===== config.mk =====
export PLATFORM = sky130hd
export DESIGN_NAME = reg_read_ctrl_pipe
export DESIGN_NICKNAME = d
export VERILOG_FILES = /design/src/rtl/reg_read_ctrl_pipe.sv
export SDC_FILE = /design/constraint.sdc
export NUM_CORES = 1
export LEC_CHECK = 0
export CORE_ASPECT_RATIO = 1.5
export CORE_UTILIZATION = 50
export CTS_CLUSTER_DIAMETER = 30
export DETAILED_ROUTE_END_ITERATION = 8
export PLACE_DENSITY = 0.84
export SYNTH_ARGS = -nofsm -noshare
export SYNTH_HDL_FRONTEND = slang
export SYNTH_SLANG_ARGS = --single-unit

===== constraint.sdc =====
create_clock -name i_clock -period 11.03 [get_ports i_clock]
set_clock_uncertainty 0.2 [all_clocks]
set_input_delay 3.309 -clock i_clock [delete_from_list [all_inputs] [get_ports i_clock]]
set_output_delay 3.309 -clock i_clock [all_outputs]
set_load 0.005 [all_outputs]

===== src/rtl/reg_read_ctrl_pipe.sv =====
// ---------------------------------------------------------------------------
// reg_read_ctrl_pipe
//   Decode-stage register read controller. Picks the register-file read
//   addresses from the fetched instruction, tracks in-flight destinations in a
//   NUM_STAGES-deep scoreboard and stalls on read-after-write hazards. Issued
//   instructions are registered into the D/X latch.
//
//   Optional feature macro: REG_READ_BYPASS_EN
//     defined   : hazards on non-load entries are bypassed (o_fwd_a/o_fwd_b
//                 select stage k+1 of the youngest match); only a load sitting
//                 in the X stage stalls (one cycle).
//     undefined : every hazard stalls and o_fwd_a/o_fwd_b stay 0.
//
// Ports
//   i_clock     system clock, rising edge
//   i_reset     synchronous active-high reset, clears all state
//   i_in_valid  i_ir holds a real instruction
//   i_flush     squash current instruction, D/X loads a bubble
//   i_ir        instruction from the F/D latch
//   o_read_a    regfile port A address (combinational)
//   o_read_b    regfile port B address (combinational)
//   o_stall     hold F/D and PC (combinational)
//   o_dx_valid  D/X latch holds a real instruction (registered)
//   o_dx_ir     D/X latch instruction (registered)
//   o_fwd_a     bypass select for A, 0 = regfile, k = stage k (registered)
//   o_fwd_b     bypass select for B (registered)
// ---------------------------------------------------------------------------
module reg_read_ctrl_pipe #(
    parameter int IR_W        = 32,
    parameter int REG_AW      = 5,
    parameter int NUM_STAGES  = 3,
    parameter int RA_IDX      = 31,
    parameter int RSTATUS_IDX = 30
) (
    input  logic                                  i_clock,
    input  logic                                  i_reset,
    input  logic                                  i_in_valid,
    input  logic                                  i_flush,
    input  logic [IR_W-1:0]                       i_ir,
    output logic [REG_AW-1:0]                     o_read_a,
    output logic [REG_AW-1:0]                     o_read_b,
    output logic                                  o_stall,
    output logic                                  o_dx_valid,
    output logic [IR_W-1:0]                       o_dx_ir,
    output logic [$clog2(NUM_STAGES+1)-1:0]       o_fwd_a,
    output logic [$clog2(NUM_STAGES+1)-1:0]       o_fwd_b
);
    localparam int FWD_W = $clog2(NUM_STAGES + 1);

    localparam logic [4:0] OP_ALU  = 5'b00000;
    localparam logic [4:0] OP_BNE  = 5'b00010;
    localparam logic [4:0] OP_JAL  = 5'b00011;
    localparam logic [4:0] OP_JR   = 5'b00100;
    localparam logic [4:0] OP_ADDI = 5'b00101;
    localparam logic [4:0] OP_BLT  = 5'b00110;
    localparam logic [4:0] OP_SW   = 5'b00111;
    localparam logic [4:0] OP_LW   = 5'b01000;
    localparam logic [4:0] OP_SETX = 5'b10101;
    localparam logic [4:0] OP_BEX  = 5'b10110;

    // Instruction fields: opcode, rd, rs, rt packed from the top down
    logic [4:0]        w_opcode;
    logic [REG_AW-1:0] w_rd, w_rs, w_rt;
    assign w_opcode = i_ir[IR_W-1 -: 5];
    assign w_rd     = i_ir[IR_W-6 -: REG_AW];
    assign w_rs     = i_ir[IR_W-6-REG_AW -: REG_AW];
    assign w_rt     = i_ir[IR_W-6-2*REG_AW -: REG_AW];

    logic [REG_AW-1:0] w_read_a, w_read_b, w_dest;
    logic              w_use_a, w_use_b, w_wr_en;

    always_comb begin
        w_read_a = w_rs;
        w_read_b = w_rt;
        w_use_a  = 1'b0;
        w_use_b  = 1'b0;
        w_wr_en  = 1'b0;
        w_dest   = w_rd;
        case (w_opcode)
            OP_ALU:  begin w_use_a = 1'b1; w_use_b = 1'b1; w_wr_en = 1'b1; end
            OP_ADDI,
            OP_LW:   begin w_use_a = 1'b1; w_wr_en = 1'b1; end
            OP_SW:   begin w_read_a = w_rs; w_read_b = w_rd; w_use_a = 1'b1; w_use_b = 1'b1; end
            OP_BLT,
            OP_BNE:  begin w_read_a = w_rd; w_read_b = w_rs; w_use_a = 1'b1; w_use_b = 1'b1; end
            OP_JR:   begin w_read_a = w_rd; w_read_b = w_rs; w_use_a = 1'b1; end
            OP_BEX:  begin w_read_a = REG_AW'(RSTATUS_IDX); w_read_b = '0; w_use_a = 1'b1; end
            OP_JAL:  begin w_wr_en = 1'b1; w_dest = REG_AW'(RA_IDX); end
            OP_SETX: begin w_wr_en = 1'b1; w_dest = REG_AW'(RSTATUS_IDX); end
            default: ;
        endcase
    end

    assign o_read_a = w_read_a;
    assign o_read_b = w_read_b;

    // Scoreboard: entry 0 is the X stage, the last entry retires each cycle
    logic              r_sb_valid [NUM_STAGES];
    logic [REG_AW-1:0] r_sb_dest  [NUM_STAGES];
`ifdef REG_READ_BYPASS_EN
    logic              r_sb_load  [NUM_STAGES];
`endif

    logic [NUM_STAGES-1:0] w_match_a, w_match_b;
    logic                  w_issue;
    logic                  w_stall_cond;

    genvar gi;
    generate
        for (gi = 0; gi < NUM_STAGES; gi++) begin : g_sb
            // Reads of r0 never hazard; writes to r0 never enter as valid
            assign w_match_a[gi] = r_sb_valid[gi] && w_use_a && (w_read_a != '0)
                                   && (r_sb_dest[gi] == w_read_a);
            assign w_match_b[gi] = r_sb_valid[gi] && w_use_b && (w_read_b != '0)
                                   && (r_sb_dest[gi] == w_read_b);
            if (gi == 0) begin : g_head
                always_ff @(posedge i_clock) begin
                    if (i_reset) begin
                        r_sb_valid[gi] <= 1'b0;
                        r_sb_dest[gi]  <= '0;
                    end else begin
                        r_sb_valid[gi] <= w_issue && w_wr_en && (w_dest != '0);
                        r_sb_dest[gi]  <= w_issue ? w_dest : '0;
                    end
                end
`ifdef REG_READ_BYPASS_EN
                always_ff @(posedge i_clock) begin
                    if (i_reset) r_sb_load[gi] <= 1'b0;
                    else         r_sb_load[gi] <= w_issue && (w_opcode == OP_LW);
                end
`endif
            end else begin : g_tail
                always_ff @(posedge i_clock) begin
                    if (i_reset) begin
                        r_sb_valid[gi] <= 1'b0;
                        r_sb_dest[gi]  <= '0;
                    end else begin
                        r_sb_valid[gi] <= r_sb_valid[gi-1];
                        r_sb_dest[gi]  <= r_sb_dest[gi-1];
                    end
                end
`ifdef REG_READ_BYPASS_EN
                always_ff @(posedge i_clock) begin
                    if (i_reset) r_sb_load[gi] <= 1'b0;
                    else         r_sb_load[gi] <= r_sb_load[gi-1];
                end
`endif
            end
        end
    endgenerate

    logic [FWD_W-1:0] w_fwd_a_next, w_fwd_b_next;

`ifdef REG_READ_BYPASS_EN
    // Only a load still in X cannot be bypassed; everything else forwards
    // from the youngest matching stage (lowest index wins).
    assign w_stall_cond = r_sb_load[0] && (w_match_a[0] || w_match_b[0]);

    always_comb begin
        w_fwd_a_next = '0;
        w_fwd_b_next = '0;
        for (int k = NUM_STAGES - 1; k >= 0; k--) begin
            if (w_match_a[k]) w_fwd_a_next = FWD_W'(k + 1);
            if (w_match_b[k]) w_fwd_b_next = FWD_W'(k + 1);
        end
    end
`else
    assign w_stall_cond = (|w_match_a) || (|w_match_b);
    assign w_fwd_a_next = '0;
    assign w_fwd_b_next = '0;
`endif

    assign o_stall = i_in_valid && !i_flush && w_stall_cond;
    assign w_issue = i_in_valid && !i_flush && !o_stall;

    // D/X latch: bubble (all zero) whenever nothing issues
    logic             r_dx_valid;
    logic [IR_W-1:0]  r_dx_ir;
    logic [FWD_W-1:0] r_fwd_a, r_fwd_b;

    always_ff @(posedge i_clock) begin
        if (i_reset || !w_issue) begin
            r_dx_valid <= 1'b0;
            r_dx_ir    <= '0;
            r_fwd_a    <= '0;
            r_fwd_b    <= '0;
        end else begin
            r_dx_valid <= 1'b1;
            r_dx_ir    <= i_ir;
            r_fwd_a    <= w_fwd_a_next;
            r_fwd_b    <= w_fwd_b_next;
        end
    end

    assign o_dx_valid = r_dx_valid;
    assign o_dx_ir    = r_dx_ir;
    assign o_fwd_a    = r_fwd_a;
    assign o_fwd_b    = r_fwd_b;

endmodule


==> After elaboration in Yosys (flattened, before gate mapping) <==
Memory sizes are Yosys's and may differ from the RTL's.
Index checks and enable logic that the tools add are counted.
{ "totals": {"mem_count": 2, "reg_bits": 33, "wordCells": 80, "in_bits": 36, "mem_bits_rw": 18} }
{ "op_classes": {"n_eq_ne": 15, "reduce_logical": 38, "bitwise": 6, "muxes": 17} }
{ "memory_table": {"columns": ["name", "depth", "width", "rd", "rd_ports_with_merged_regs", "wr", "line", "text"], "rows": [
  ["r_sb_dest", 3, 5, 3, 0, 3, "99", "logic [REG_AW-1:0] r_sb_dest [NUM_STAGES];"],
  ["r_sb_valid", 3, 1, 3, 0, 3, "98", "logic r_sb_valid [NUM_STAGES];"]
]} }
{ "ops": {"columns": ["cell", "count"], "rows": [
  ["$eq 5x5->1", 6],
  ["$logic_and 1x1->1", 23],
  ["$eq 5x3->1 const B", 4],
  ["$mux 5", 4],
  ["$pmux 5 s2", 2],
  ["$pmux 5 s3", 1],
  ["$reduce_bool 5->1", 3],
  ["$eq 5x2->1 const B", 2],
  ["$eq 5x5->1 const B", 2],
  ["$mux 1", 10],
  ["$reduce_or 3->1", 3],
  ["$reduce_or 8->1", 1],
  ["$or 1x1->1", 6],
  ["$eq 5x4->1 const B", 1],
  ["$logic_not 5->1", 1],
  ["$reduce_or 5->1", 1],
  ["$reduce_or 4->1", 1],
  ["$logic_not 1->1", 3],
  ["$logic_or 1x1->1", 2]
]} }

==> Logic depth before layout (Yosys ltp) <==
Gate-level depths: netlist (run 1).
{ "logic_depth": {"word_depth": 14, "depth_mapped": 12, "mapped_depth_nobuf": 8} }

==> Worst setup path after synthesis (run 1) <==
No wires, ideal clock.
{ "synth_path": {"path_type": "input to output", "startpoint": "input port i_ir[30]", "endpoint": "output port o_stall", "t_arrival_ns": 5.525, "path_stages": 11, "path_slack_ns": 1.996, "n_path_buf": 4, "cell_sequence": "buf_2 > or4_4 > buf_6 > buf_6 > o221ai_4 > xor2_1 > nor4_1 > nand3_1 > a31o_2 > buf_6 > a21oi_1"} }
{ "synth_via": {"elab_chain_len": 9, "elab_cells_between_ends": 45, "classes_between": "eq/ne (13); mux (4); reduce/logical (28)"} }
{ "synth_lines": {"columns": ["item", "line", "text"], "rows": [
  ["from (decl)", "39", "input logic [IR_W-1:0] i_ir,"],
  ["$eq 5x3->1 or $eq 5x2->1 (tied branches)", "79", "case (w_opcode)"],
  ["$reduce_or 3->1 (no source line)", null, null],
  ["$pmux 5 s3 *", "79", null],
  ["net o_read_b[3]", "41", "output logic [REG_AW-1:0] o_read_b,"],
  ["$reduce_bool 5->1", "114", "assign w_match_b[gi] = r_sb_valid[gi] && w_use_b && (w_read_b != '0)"],
  ["$logic_and 1x1->1", "114", null],
  ["$logic_and 1x1->1", "115", "&& (r_sb_dest[gi] == w_read_b);"],
  ["$reduce_or 3->1 *", "168", "assign w_stall_cond = (|w_match_a) || (|w_match_b);"],
  ["$logic_or 1x1->1 *", "168", null],
  ["$logic_and 1x1->1 *", "173", "assign o_stall = i_in_valid && !i_flush && w_stall_cond;"],
  ["to (decl)", "42", "output logic o_stall,"]
]} }
The timed path passes the listed nets; every way through them passes the cells marked *.

==> Final worst setup path (run 1) <==
{ "layout_path": {"startpoint": "input port i_ir[29]", "endpoint": "output port o_stall"} }
{ "layout_via": {"elab_chain_len": 9, "elab_cells_between_ends": 45, "classes_between": "eq/ne (13); mux (4); reduce/logical (28)"} }
{ "layout_lines": {"columns": ["item", "line"], "rows": [
  ["$eq 5x3->1 (tied with other cells)", "79"],
  ["$reduce_or 3->1 (no source line) (tied with other cells)", null],
  ["$pmux 5 s3 (tied with other cells)", "79"],
  ["$reduce_bool 5->1 (tied with other cells)", "114"],
  ["$logic_and 1x1->1, on equally long branches", "114, 112"],
  ["$logic_and 1x1->1, on equally long branches", "115, 113"],
  ["$reduce_or 3->1", "168"],
  ["$logic_or 1x1->1 *", "168"],
  ["$logic_and 1x1->1 *", "173"]
]} }
Mark *: on every way between the ends. The rest lies on a longest branch, timed or not.

==> results of run 1 <==
[routing by layer]
metal / GRT usage / vias up
li1: - / 1144
met1: 0.316 / 1138
met2: 0.462 / 122
met3: 0.0403 / 26
met4: 0.125 / 0
met5: 0 / -
[path summary, 6_finish.rpt]
check,startpoint,slack [ns],cells after the start,end
max,i_ir[29],0.47,10,o_stall
min,r_sb_valid[1],0.33,1,r_sb_valid[2]
max reg2reg,r_sb_dest[0][1],8.07,7,r_sb_dest[0][1]
min reg2reg,r_sb_valid[1],0.33,1,r_sb_valid[2]
[power breakdown]
| part | internal (µW) | switching [µW] |
|---|---|---|
| combinational | 36.5 | 33.9 |
| sequential | 188 | 2.50 |
| clock | 66.3 | 59.0 |
| total | 291 | 95.3 |
[through the flow]
step	setup slack, ns	cell area [µm²]	hold slack (ns)	instances	power, µW
4_1_cts	0.655	3450	0.320	412	388
3_5_place_dp	0.677	3350	0.306	405	264
3_3_place_gp	0.692	3350	0.303	405	263
2_1_floorplan	2.00	2600	0.254	281	231
5_1_grt	0.336	3450	0.345	412	402
6_report	0.470	3450	0.328	412	387
[worst max-delay path: stages]
cell and delay (ns):
clkdlybuf4s50_1 0.77, nor2_1 0.16, or4_4 0.59, o22ai_2 0.32, xnor2_1 0.10, a2111oi_0 0.59
a22oi_1 0.25, a21o_1 0.25, a21oi_1 0.17, clkdlybuf4s50_1 0.54
[cells in the mapped netlist (all sizes together), types with 7 or more instances]
master  number  share of area
o22ai        8          0.024
nor2        14          0.020
xor2        16          0.054
inv         18          0.026
buf         11          0.037
nor2b       16          0.039
nand3       13          0.025
nor3        15          0.029
o21ai        7          0.014
clkbuf      12          0.017
a21oi        9          0.017
dfxtp       51           0.39
and4        30           0.10
[registers in the layout (all words and copies together), names as in the netlist]
register and flops:
o_dx_ir 32, r_sb_dest 15, r_sb_valid 3, o_dx_valid 1
[cells by family (layout without fill, tap and decap cells)]
group / after synthesis / count (layout)
simple gates: 114 / 114
flops: 51 / 51
compound gates: 47 / 47
buf+inv: 41 / 106
xor+xnor: 22 / 22
mux: 2 / 2
other cells: 1 / 4
[cell type report]
| type | count | area [µm²] | share of cell area |
|---|---|---|---|
| Multi-Input combinational cell | 189 | 1370 | 0.397 |
| Timing Repair Buffer | 81 | 806 | 0.233 |
| Clock inverter | 2 | 37.5 | 0.0109 |
| Tap cell | 66 | 82.6 | 0.0239 |
| Sequential cell | 51 | 1020 | 0.296 |
| Clock buffer | 5 | 68.8 | 0.0199 |
| Inverter | 18 | 67.6 | 0.0196 |
==> summary.md, run 1 <==
| Metric | Value |
|---|---|
| Gr ovfl total | `0` |
| Max Cap Viol | `0` |
| Avg Cell Area, Syn | `9.30 µm²` |
| Final net count | `382` |
| Routed wl met3 | `488 µm` |
| Adder-cell share of the synthesized area | `0` |
| Vias in the first global route | `2,289` |
| # setup viols final | `0` |
| Final Max Tran Viols | `0` |
| Status | `complete, no violations` |
| Final GP Congestion | `1.05` |
| Tcrit/Tclk final | `0.957` |
| WP data required | `7.52 ns` |
| CTS Buffer Depth | `2` |
| Post-CTS Resized | `0` |
| Mux cell area share after synthesis | `0.00823` |
| Post-Route WL | `7.06 mm` |
| Fraction of layout cells with a size suffix above 1 | `0.0665` |
| Post-synthesis cell type count | `52` |
| Setup TNS | `0 ns` |
| Placement Rows | `31` |
| Most frequent cells in the layout | `clkdlybuf4s50_1, dfxtp_1, and4_1` |
| Met2 WL | `3.66 mm` |
| Maximum vdd drop | `90.9 µV` |
| Worst hold path class | `register to register` |
| Full die area | `5470 µm²` |
| Avg WL per Cell | `17.1 µm` |
| Max frequency | `94.7 MHz` |
| Core area | `4890 µm²` |
| Fillers | `406` |
| Synth warn | `0` |
| DIE HEIGHT | `90.1 µm` |
| Routed Antenna Nets | `0` |
| Post-CTS Setup Bufs | `0` |
| Compound-Gate Fraction of Synth Area | `0.155` |
| Post-synth EDFFs | `0` |
| Max layer used | `met4` |
| Sink Count | `51` |
| Yosys reg bits | `51` |
| CTS root buf | `clkbuf_8` |
| DRC violations left | `0` |
| Final Hold Vio Count | `0` |
| Worst Setup End Kind | `output port` |
| Met1 WL | `2.61 mm` |
| Synthesized area | `2580 µm²` |
| Final Util | `0.706` |
| Clk_lat worst skew | `0.31 ns` |
| Ys flop type | `dfxtp_1` |
| Clock slew at reported path FFs | `0.09 ns` |
| Ports | `84` |
| DR iter-0 viols | `130` |
| Gr usage total | `0.270` |
| Largest net degree at the start of global routing | `38` |
| 1st-pass router iterations | `5` |
| Synth Instances | `278` |
| CTS buffer count | `5` |
| Initial core utilization | `0.529` |
| Critical path class | `input pin to output port` |
| Layout area overhead | `33.5%` |
| Post-DP HPWL | `5.20 mm` |
| Crit path DAT | `7.05 ns` |
| Largest family of logic cells by synthesized area | `simple AND/OR/NAND/NOR gates` |
| First-pass GRT wire length | `11.2 mm` |
| Pwr Density | `112 nW/µm²` |
| Initial antenna violation count | `0` |
| CTS tree | `done` |
| Startpoint Class | `input pin` |
| CTS H-tree lvls | `2` |
| Most common cell after layout, fill and taps aside | `clkdlybuf4s50_1` |
| Slew margin rel. | `0.288` |
| Die X | `60.7 µm` |
| Simple-gate share of the synthesized area | `0.285` |
| Leakage power | `0.00134 µW` |
| Async S/R FF share, synth | `0` |
| Post-layout min period | `10.56 ns` |
| XOR/XNOR Fraction of Synth Area | `0.0745` |
| Cts hold-fix bufs | `0` |
| Worst Tran Pin Value | `1.07 ns` |
| Sequential-to-total area share from yosys stat | `0.395` |
| RSZ-0062 raised after global routing | `false` |
| Vias | `2,430` |
| Port Buffers | `79` |
| Antenna Cells | `0` |
| Routed vias/inst | `5.90` |
| Crit Path Max Fanout | `17` |
(Power assumes the default switching activity.)
==> run 2: changes to the inputs <==
--- a/config.mk
+++ b/config.mk
@@ -5,11 +5,14 @@
 export SDC_FILE = /design/constraint.sdc
 export NUM_CORES = 1
 export LEC_CHECK = 0
+export CELL_PAD_IN_SITES_DETAIL_PLACEMENT = 1
+export CELL_PAD_IN_SITES_GLOBAL_PLACEMENT = 2
 export CORE_ASPECT_RATIO = 1.5
-export CORE_UTILIZATION = 50
+export CORE_UTILIZATION = 29
 export CTS_CLUSTER_DIAMETER = 30
 export DETAILED_ROUTE_END_ITERATION = 8
-export PLACE_DENSITY = 0.84
+export PLACE_DENSITY = 0.83
+export REMOVE_ABC_BUFFERS = 1
 export SYNTH_ARGS = -nofsm -noshare
 export SYNTH_HDL_FRONTEND = slang
 export SYNTH_SLANG_ARGS = --single-unit
==> summary.md, run 2 (synthesis results as in run 1) <==
| Metric | Value |
|---|---|
| Layout area overhead | `38.7% (was 33.5%)` |
| Pwr Density | `122 nW/µm² (was 112 nW/µm²)` |
| Post-layout min period | `10.42 ns (was 10.56 ns)` |
| Critical-path cell list | `clkdlybuf4s50_1 > nor2b_1 > o311ai_2 > o221ai_2 > xor2_1 > nor4_1 > nand3_1 > a31o_2 > a21oi_1 > clkdlybuf4s50_1 (was clkdlybuf4s50_1 > nor2_1 > or4_4 > o22ai_2 > xnor2_1 > a2111oi_0 > a22oi_1 > a21o_1 > a21oi_1 > clkdlybuf4s50_1)` |
| Core area | `8520 µm² (was 4890 µm²)` |
| Worst Tran Pin Value | `1.19 ns (was 1.07 ns)` |
| Initial antenna violation count | `0 (unchanged)` |
| DIE HEIGHT | `118 µm (was 90.1 µm)` |
| Placed Area | `3430 µm² (was 3350 µm²)` |
| Final net count | `386 (was 382)` |
| Status | `complete, no violations (unchanged)` |
| Crit path DAT | `6.91 ns (was 7.05 ns)` |
| CTS tree | `done (unchanged)` |
| Clock slew at reported path FFs | `0.06 ns (was 0.09 ns)` |
| Critical path class | `input pin to output port (unchanged)` |
| Die X | `79.1 µm (was 60.7 µm)` |
| Max frequency | `96.0 MHz (was 94.7 MHz)` |
| Worst Setup End Kind | `output port (unchanged)` |
| Tcrit/Tclk final | `0.945 (was 0.957)` |
| Final Util | `0.421 (was 0.706)` |
| Vias | `2,397 (was 2,430)` |
| Gr usage total | `0.192 (was 0.270)` |
| CTS buffer count | `5 (unchanged)` |
| Max reg flops | `32 (unchanged)` |
| Largest net degree at the start of global routing | `38 (unchanged)` |
| Top cell by count, worst path | `clkdlybuf4s50_1 (unchanged)` |
| Sink Count | `51 (unchanged)` |
| Final Max Tran Viols | `0 (unchanged)` |
| Maximum vdd drop | `65.8 µV (was 90.9 µV)` |
| Avg WL per Cell | `19.0 µm (was 17.1 µm)` |
| CTS H-tree lvls | `2 (unchanged)` |
| DR iter-0 viols | `124 (was 130)` |
| Ports | `84 (unchanged)` |
| DRC violations left | `0 (unchanged)` |
| 1st-pass router iterations | `4 (was 5)` |
| Gr ovfl total | `0 (unchanged)` |
| Slew margin rel. | `0.207 (was 0.288)` |
| Crit Path Max Fanout | `15 (was 17)` |
| Post-CTS Setup Bufs | `0 (unchanged)` |
| Vias in the first global route | `2,500 (was 2,289)` |
| Cts hold-fix bufs | `0 (unchanged)` |
| First-pass GRT wire length | `13.7 mm (was 11.2 mm)` |
| Post-CTS Resized | `0 (unchanged)` |
| Setup TNS | `0 ns (unchanged)` |
| Most common cell after layout, fill and taps aside | `clkdlybuf4s50_1 (unchanged)` |
| Startpoint Class | `input pin (unchanged)` |
| Post-DP HPWL | `6.50 mm (was 5.20 mm)` |
| Initial core utilization | `0.304 (was 0.529)` |
| Worst hold path class | `register to register (unchanged)` |
| Placement Rows | `41 (was 31)` |
| Crit path largest cell delay | `0.75 ns (was 0.77 ns)` |
| Most frequent cells in the layout | `clkdlybuf4s50_1, dfxtp_1, and4_1 (unchanged)` |
| Leakage power | `0.00139 µW (was 0.00134 µW)` |
| # setup viols final | `0 (unchanged)` |
| Routed vias/inst | `5.25 (was 5.90)` |
| Clk_lat worst skew | `0.30 ns (was 0.31 ns)` |
| Final GP Congestion | `0.871 (was 1.05)` |
| RSZ-0062 raised after global routing | `false (unchanged)` |
| Fraction of layout cells with a size suffix above 1 | `0.0743 (was 0.0665)` |
| Post-Route WL | `8.71 mm (was 7.06 mm)` |
| Antenna Cells | `0 (unchanged)` |
| WP data required | `7.52 ns (about the same)` |
| Max Cap Viol | `0 (unchanged)` |
| CTS Buffer Depth | `2 (unchanged)` |
| Final non-filler cell area | `3590 µm² (was 3450 µm²)` |
| Crit-path slowest cell | `clkdlybuf4s50_1 (unchanged)` |
| Routed Antenna Nets | `0 (unchanged)` |
| Final Hold Vio Count | `0 (unchanged)` |
| Port Buffers | `79 (unchanged)` |
| CTS root buf | `clkbuf_16 (was clkbuf_8)` |
| Full die area | `9300 µm² (was 5470 µm²)` |
[run 2: changes by cell type in the layout (fill, tap and decap cells not counted), sizes merged]
cell,change
buf,+4
clkbuf,+1
clkinvlp,-1
[run 2: layout make-up]
| class | count | area, µm² |
|---|---|---|
| sequential | 51 | 1020 |
| inverter | 18 | 67.6 |
| fill | 996 | 4930 |
| multi-input combinational | 189 | 1370 |
| clock inverter | 1 | 30.0 |
| clock buffer | 6 | 129 |
| timing repair buffer | 85 | 836 |
| tap | 107 | 134 |
[run 2: through the flow]
stage	instances	setup slack [ns]	hold WS (ns)	total power (µW)
final	457	0.609	0.318	438
after global routing	457	0.424	0.340	453
after CTS	457	0.564	0.322	441
after detailed placement	450	0.581	0.313	269
after global placement	450	0.646	0.314	268
after floorplan	258	2.14	0.254	226
[run 2: worst paths after layout]
path                                 startpoint         endpoint  slack (ns)  depth (start not counted)
worst max register to register  r_sb_dest[1][4]  r_sb_dest[0][3]        8.12                          8
worst min register to register  r_sb_dest[1][0]  r_sb_dest[2][0]        0.32                          1
worst max-delay path                   i_ir[28]          o_stall        0.61                         10
worst min-delay path            r_sb_dest[1][0]  r_sb_dest[2][0]        0.32                          1
[run 2: report_power, final]
part / internal, µW / switching [µW]
Sequential: 189 / 2.44
Combinational: 37.6 / 36.3
Clock: 106 / 66.8
[run 2: routing by layer]
layer	GRT usage	up-vias	wire length (µm)
met4	0.0750	0	197
met5	0	-	0
met2	0.369	63	4700
met1	0.204	1173	3510
met3	0.0256	11	302
li1	-	1150	-
[run 2: worst max-delay path, delay by kind of cell]
kind | cells | cell delay [ns]
compound gates | 4 | 1.47
xor+xnor | 1 | 0.23
buf+inv | 2 | 1.30
simple gates | 3 | 0.59
==> run 3: changes to the inputs <==
--- a/config.mk
+++ b/config.mk
@@ -13,6 +13,7 @@
 export DETAILED_ROUTE_END_ITERATION = 8
 export PLACE_DENSITY = 0.83
 export REMOVE_ABC_BUFFERS = 1
+export SLEW_MARGIN = 0
 export SYNTH_ARGS = -nofsm -noshare
 export SYNTH_HDL_FRONTEND = slang
 export SYNTH_SLANG_ARGS = --single-unit
==> results of run 3 <==
Final layout, timing and power as in run 2 (identical DEF).
